### src/rtl/seg_pkg.sv
// Shared types and constants for the 7-segment scan controller.
package seg_pkg;

  typedef enum logic {
    PH_BLANK = 1'b0,
    PH_ON    = 1'b1
  } phase_e;

  localparam logic [7:0] SEG_OFF_AL = 8'hFF;
  localparam logic [7:0] SEG_OFF_AH = 8'h00;

  // Inactive segment pattern for the selected drive polarity.
  function automatic logic [7:0] seg_off(input bit active_low);
    return active_low ? SEG_OFF_AL : SEG_OFF_AH;
  endfunction

endpackage

### src/rtl/scan_tick_gen.sv
// Free-running prescaler: one-cycle tick every TICK_DIV clocks.
module scan_tick_gen #(
  parameter int TICK_DIV = 1024
) (
  input  logic clk,
  input  logic rst,
  output logic tick_o
);

  localparam int CW = $clog2(TICK_DIV);

  logic [CW-1:0] cnt_q;

  assign tick_o = (cnt_q == CW'(TICK_DIV - 1));

  // Count 0..TICK_DIV-1 and wrap on the tick cycle.
  always_ff @(posedge clk) begin
    if (rst)         cnt_q <= '0;
    else if (tick_o) cnt_q <= '0;
    else             cnt_q <= cnt_q + 1'b1;
  end

endmodule

### src/rtl/seg_scan_ctrl.sv
// Time-multiplexed common-anode 7-segment driver with PWM brightness,
// inter-digit blanking and frame-aligned double-buffered digit data.
//
// phase    | meaning
// ---------+------------------------------------------------------
// PH_BLANK | BLANK_TICKS ticks, all anodes off (anti-ghosting)
// PH_ON    | 2^BRIGHT_W ticks, digit lit while tick count < brightness
module seg_scan_ctrl
  import seg_pkg::*;
#(
  parameter int NUM_DIGITS  = 4,
  parameter int TICK_DIV    = 1024,
  parameter int BRIGHT_W    = 4,
  parameter int BLANK_TICKS = 2,
  parameter int ACTIVE_LOW  = 1
) (
  input  logic                    clk,
  input  logic                    rst,
  input  logic [8*NUM_DIGITS-1:0] seg_in,
  input  logic                    load,
  input  logic [NUM_DIGITS-1:0]   digit_en,
  input  logic [BRIGHT_W-1:0]     brightness,
  output logic [7:0]              disp,
  output logic [NUM_DIGITS-1:0]   anode,
  output logic                    frame_tick
);

  localparam int ON_TICKS = 2 ** BRIGHT_W;
  localparam int TMAX     = (ON_TICKS > BLANK_TICKS) ? ON_TICKS : BLANK_TICKS;
  localparam int TW       = $clog2(TMAX);
  localparam int IW       = $clog2(NUM_DIGITS);

  localparam logic [7:0]              SEG_OFF = seg_off(ACTIVE_LOW != 0);
  localparam logic [NUM_DIGITS-1:0]   AN_OFF  = (ACTIVE_LOW != 0) ? {NUM_DIGITS{1'b1}}
                                                                  : {NUM_DIGITS{1'b0}};
  localparam logic [8*NUM_DIGITS-1:0] BUF_OFF = {NUM_DIGITS{SEG_OFF}};

  logic                    tick;
  logic [IW-1:0]           idx_q, idx_d;
  phase_e                  phase_q, phase_d;
  logic [TW-1:0]           tcnt_q, tcnt_d;
  logic [BRIGHT_W-1:0]     bright_q, bright_d;
  logic [8*NUM_DIGITS-1:0] stage_q, stage_d;
  logic [8*NUM_DIGITS-1:0] active_q, active_d;
  logic                    pending_q, pending_d;
  logic [7:0]              disp_q, disp_d;
  logic [NUM_DIGITS-1:0]   anode_q, anode_d;
  logic                    ft_q;
  logic                    boundary;
  logic                    lit;
  logic [NUM_DIGITS-1:0]   onehot;

  scan_tick_gen #(.TICK_DIV(TICK_DIV)) u_tick (
    .clk    (clk),
    .rst    (rst),
    .tick_o (tick)
  );

  assign boundary = tick && (phase_q == PH_ON) && (tcnt_q == TW'(ON_TICKS - 1)) &&
                    (idx_q == IW'(NUM_DIGITS - 1));

  // Slot sequencing on ticks plus staging/active buffer handoff.
  always_comb begin
    idx_d     = idx_q;
    phase_d   = phase_q;
    tcnt_d    = tcnt_q;
    bright_d  = bright_q;
    stage_d   = stage_q;
    active_d  = active_q;
    pending_d = pending_q;

    if (tick) begin
      case (phase_q)
        PH_BLANK: begin
          if (tcnt_q == TW'(BLANK_TICKS - 1)) begin
            phase_d  = PH_ON;
            tcnt_d   = '0;
            bright_d = brightness;
          end else begin
            tcnt_d = tcnt_q + 1'b1;
          end
        end
        PH_ON: begin
          if (tcnt_q == TW'(ON_TICKS - 1)) begin
            phase_d = PH_BLANK;
            tcnt_d  = '0;
            idx_d   = (idx_q == IW'(NUM_DIGITS - 1)) ? '0 : idx_q + 1'b1;
          end else begin
            tcnt_d = tcnt_q + 1'b1;
          end
        end
        default: phase_d = PH_BLANK;
      endcase
    end

    // Transfer uses the old staging value; a coincident load re-arms pending.
    if (boundary && pending_q) begin
      active_d  = stage_q;
      pending_d = 1'b0;
    end
    if (load) begin
      stage_d   = seg_in;
      pending_d = 1'b1;
    end
  end

  assign onehot = {{(NUM_DIGITS-1){1'b0}}, 1'b1} << idx_q;
  assign lit    = (phase_q == PH_ON) && digit_en[idx_q] && (tcnt_q < TW'(bright_q));

  // Pin drive derived from the current slot state, registered below.
  always_comb begin
    disp_d  = SEG_OFF;
    anode_d = AN_OFF;
    if (lit) begin
      disp_d  = active_q[8*idx_q +: 8];
      anode_d = (ACTIVE_LOW != 0) ? ~onehot : onehot;
    end
  end

  // State and output registers with synchronous reset.
  always_ff @(posedge clk) begin
    if (rst) begin
      idx_q     <= '0;
      phase_q   <= PH_BLANK;
      tcnt_q    <= '0;
      bright_q  <= '0;
      stage_q   <= BUF_OFF;
      active_q  <= BUF_OFF;
      pending_q <= 1'b0;
      disp_q    <= SEG_OFF;
      anode_q   <= AN_OFF;
      ft_q      <= 1'b0;
    end else begin
      idx_q     <= idx_d;
      phase_q   <= phase_d;
      tcnt_q    <= tcnt_d;
      bright_q  <= bright_d;
      stage_q   <= stage_d;
      active_q  <= active_d;
      pending_q <= pending_d;
      disp_q    <= disp_d;
      anode_q   <= anode_d;
      ft_q      <= boundary;
    end
  end

  assign disp       = disp_q;
  assign anode      = anode_q;
  assign frame_tick = ft_q;

endmodule

### config.mk
export PLATFORM = sky130hd
export DESIGN_NAME = seg_scan_ctrl
export DESIGN_NICKNAME = d
export VERILOG_FILES = /design/src/rtl/seg_pkg.sv /design/src/rtl/scan_tick_gen.sv /design/src/rtl/seg_scan_ctrl.sv
export SDC_FILE = /design/constraint.sdc
export NUM_CORES = 1
export LEC_CHECK = 0
export CAP_MARGIN = 20
export CELL_PAD_IN_SITES_DETAIL_PLACEMENT = 1
export CELL_PAD_IN_SITES_GLOBAL_PLACEMENT = 2
export CORE_MARGIN = 3
export CORE_UTILIZATION = 30
export CTS_CLUSTER_DIAMETER = 100
export DETAILED_ROUTE_END_ITERATION = 10
export DONT_BUFFER_PORTS = 1
export MAX_ROUTING_LAYER = met4
export PLACE_DENSITY = 0.58
export RECOVER_POWER = 100
export SYNTH_ARGS = -nofsm -noshare
export SYNTH_HDL_FRONTEND = slang
export SYNTH_HIERARCHICAL = 1
export SYNTH_SLANG_ARGS = --single-unit
export TNS_END_PERCENT = 1
### constraint.sdc
create_clock -name clk -period 2.3 [get_ports clk]
set_input_delay 0.23 -clock clk [delete_from_list [all_inputs] [get_ports clk]]
set_output_delay 0.23 -clock clk [all_outputs]
set_load 0.005 [all_outputs]
==> out/results.txt <==
The run finished with clean final reports. The run gives 0 as the count of endpoints failing setup in the final report. The number of nets with antenna violations after routing is 0, and the detailed-routing iteration count for the pre-antenna-repair pass is 4.

By count the netlist is led by 99 x dfxtp_1, 69 x nand2_1, 33 x nor2b_1. The fraction of power spent switching nets works out to 0.216. After detailed routing, the average wire length per cell comes to 16.1 um.

For the worst max-slew margin expressed relative to the limit, the log shows 0.413. The synthesized design contains 99 register bits. At the end of routability-driven placement, the weighted congestion stood at 0.716.

Async set-or-reset flop fraction in the synthesized netlist: 0. In this run the critical register-to-register path is launched from u_tick/cnt_q[0]$_SDFF_PP0_. Setup slack on the worst reg-to-reg path comes out at 0.25 ns.

The run gives 565 as the number of placed instances, taps included. The hold violation total from the final report came out at 0. For the area enclosed by the die boundary, the log shows 15000 um^2. TritonCTS built the clock tree. The run gives 41 as the cell row count.

Setup total negative slack on the finished layout was measured at 0 ns. In this run the deepest clock path goes through 2 buffers. On the critical path, the stage with the largest delay is an instance of dfxtp_1.

Type of origin of the critical path: a flip-flop. The count of cells in the finished layout, fillers not included, comes to 622. The worst hold-check path type is input port to flip-flop. The run gives 4060 um^2 as the synthesized cell area.

Yosys instantiated no cell more often than dfxtp_1. Final clock period utilization by the worst path: 0.893. The tools report the startpoint of the worst hold path as seg_in[27].

Derived from the worst setup path, the maximum achievable clock frequency is 487 MHz. The tools report the sequential cell area fraction in the yosys report as 0.488. The number of remaining DRC errors came out at 0. The critical path data required time was 2.59 ns.

The critical path goes through ha_1, nand2_2, nor3_1, and4_4, and2_1, buf_6, a21oi_1, nand2_1. The tools report the hold-critical path endpoint as stage_q[27]$_SDFFE_PP1P_. For the cell internal power dissipation, the log shows 2.83 mW.

Register area: 1980 um^2. Endpoint arrival time on the critical path: 2.34 ns. The starting density of the core is 0.314. Area of the multi-input gates: 1850 um^2.

The number of clock sinks is 99. After synthesis, the cell types taking the most area are dfxtp_1 49%, a211o_1 6.9%, nand2_1 6.4%, nor2b_1 5.1%, a21oi_1 3.9%. The tools report the endpoint class of the critical path as a flip-flop. The tools report the critical register-to-register path endpoint as active_q[31]$_SDFFE_PP1P_.

The run gives 0 as the remaining global-route overflow. The fraction of power consumed by combinational cells is 0.054. The worst-case IR drop observed on VDD is 0.414 mV.

The clock network fraction of total power was 0.447. The largest single stage delay on the critical path is 0.39 ns. Overall die height: 122 um.

Clock-pin slew was measured on the worst setup and hold paths at 0.07 ns. The number of nets in the synthesized netlist is 471, and the number of flops mapped to enable cells by yosys is 0. Wire length of the first global-routing pass: 16700 um.

Counting the fill cells in the layout gives 1477. Detailed placement finished with a half-perimeter wire length of 6090 um. The mean instance size in the synthesized netlist was 9.72 um^2; the highest fanout seen on the critical path was 32. Power spread over the standard cell area amounts to 739 nW/um^2.

For the final database, setup skew stands at 0.00693 ns. For the number of antenna violations at the first check in global routing, the log shows 1. The sequential share of power was 0.499; the share of Yosys cell area claimed by the top area cell type was 0.488. Counting every instance in the synthesized netlist gives 418. For the area inside the core boundary, the log shows 12900 um^2.

Setup repair after global routing left no endpoint under its margin. For this design the total switching power over the nets is 778 uW. The die span in x is 122 um, and the initial detailed-routing violation count is 153. Entering global routing, the biggest net connects 77 pins.

The number of I/O pins was 56. The number of pins exceeding their max-slew limit in the final report came out at 0. The run gives 0 as the count of maximum capacitance violations. Buffers inserted during clock tree synthesis total 9. Library cell used as clock root buffer: clkbuf_16. The via count of the first global-routing pass was 3159; the all-layer global routing usage was 0.149.

The tools report the count of warnings emitted by yosys as 6. The run gives 3 as the level count of the clock H-tree. Subtracting the final worst setup slack from the clock period gives 2.05 ns.

In this run the static leakage power is 1.90 nW. The largest total area in the synthesized netlist belongs to dfxtp_1. The area growth from synthesis to layout is 20.1%. The depth of the most critical reg-to-reg path works out to 8. Dividing the detail-routed via count by the number of cells gives 4.90.

The final layout contains routed wiring with a total length of 10000 um. The fraction of final layout cells with drive strength greater than 1 came out at 0.0780. For the total via count after detailed routing, the log shows 3049.

In this run, distinct cell masters in the synthesized netlist total 48. At the later pin of the worst-skew pair, clock insertion delay measures 0.34 ns. For this run, the leading register cell type out of synthesis is dfxtp_1. The transition time at the pin with the least slew margin is 0.878 ns. The depth of the worst hold-timing path was 1; the net total in the final layout was 497.

The type of the setup path with the least slack was flip-flop to flip-flop. The number of input and output port buffers inserted is 0.
## per-stage QoR
stage	hold WS [ns]	util	cell area, um^2	power [mW]	setup WS, ns
finish	0.0162	0.377	4880	3.61	0.247
global route	0.00249	0.377	4880	3.76	0.0350
CTS	0.000129	0.379	4890	3.66	0.182
detailed placement	0.312	0.322	4160	1.94	0.205
global placement	0.309	0.322	4160	1.94	0.302
floorplan	0.348	-	4060	1.95	0.482
## state kept, by name, indices dropped and copies added, names as in the netlist
register / flops
idx_q: 2
anode: 4
pending_q: 1
disp: 8
u_tick/cnt_q: 10
bright_q: 4
frame_tick: 1
stage_q: 32
tcnt_q: 4
phase_q: 1
active_q: 32
## cells in the final DEF (no fill, tap or decap), types with 2 or more instances in the layout
cell type      count
nor3_1             5
inv_1             13
or2_1             11
dfxtp_1           99
nand2_1           69
a211o_1           32
o21ai_0            2
ha_1              10
clkinv_2           2
nand3b_1           4
or4b_1             2
a21oi_1           32
clkinvlp_4         3
bufinv_16          2
mux4_2             6
buf_4              4
nor2b_1           33
o211ai_1           2
nand3_1            7
dlygate4sd3_1     39
nand4_1            3
o31ai_1            3
a31oi_1            3
mux4_1             3
xor2_1             2
and3_1             3
mux2i_1            6
xnor2_1            2
nor2_1            17
clkbuf_16          9
## how the worst max path moves through the flow
stage                                     startpoint                   endpoint  slack, ns
after floorplan           u_tick/cnt_q[0]$_SDFF_PP0_   bright_q[0]$_SDFFE_PP0P_       0.48
after global placement    u_tick/cnt_q[0]$_SDFF_PP0_   bright_q[3]$_SDFFE_PP0P_       0.30
after detailed placement  u_tick/cnt_q[0]$_SDFF_PP0_   bright_q[2]$_SDFFE_PP0P_       0.20
after CTS                 u_tick/cnt_q[0]$_SDFF_PP0_   bright_q[2]$_SDFFE_PP0P_       0.18
after global routing      u_tick/cnt_q[0]$_SDFF_PP0_   active_q[6]$_SDFFE_PP1P_       0.04
final                     u_tick/cnt_q[0]$_SDFF_PP0_  active_q[31]$_SDFFE_PP1P_       0.25
## critical path: cells and delay by family (launching register included)
kind / cells / cell delay [ns]
and+or+nand+nor: 5 / 0.93
DFF: 1 / 0.39
adders and majority gates: 1 / 0.28
buffers and inverters: 1 / 0.26
AOI/OAI and AO/OA: 1 / 0.13
## kinds of logic (layout without fill, tap and decap cells)
| logic type | Yosys count | after routing | share of synthesized area |
|---|---|---|---|
| adder cells (fa/ha/maj) | 10 | 10 | 0.0308 |
| buffers and inverters | 43 | 74 | 0.0539 |
| flip-flops | 99 | 99 | 0.488 |
| AND/OR/NAND/NOR | 167 | 167 | 0.211 |
| AO/OA/AOI/OAI | 80 | 80 | 0.141 |
| other | 0 | 1 | 0 |
| XOR/XNOR | 4 | 4 | 0.00862 |
| multiplexers | 15 | 15 | 0.0674 |
## metal layers
layer / GRT usage / part of all wire / up-vias
met3: 0.0369 / 0.037 / 8
met1: 0.196 / 0.51 / 1492
li1: - / - / 1492
met5: - / 0 / -
met4: 0.0518 / 0.015 / 0
met2: 0.223 / 0.44 / 57
## power by group through the flow
stage	Sequential [mW]	Combinational, mW	Clock, mW
after floorplan	1.82	0.124	0
after global placement	1.84	0.0979	0
after global routing	1.80	0.219	1.74
final	1.80	0.195	1.61
after CTS	1.80	0.195	1.67
after detailed placement	1.84	0.101	0
## layout make-up
| type | instances | share of cell area |
|---|---|---|
| inverters | 13 | 0.0100 |
| repair buffers | 45 | 0.0941 |
| multi-input cells | 276 | 0.380 |
| well taps | 172 | 0.0441 |
| clock inverters | 7 | 0.0190 |
| diodes | 1 | 0.000513 |
| clock buffers | 9 | 0.0462 |
| flip-flops and latches | 99 | 0.406 |
## what timing repair did
action	in CTS	in global routing
endpoints found under the setup margin	0	3
resized for setup	0	1
hold buffers	40	0
hold endpoints to repair	76	0
buffers inserted	0	0
No activity file was read; power rests on OpenSTA's default activity.
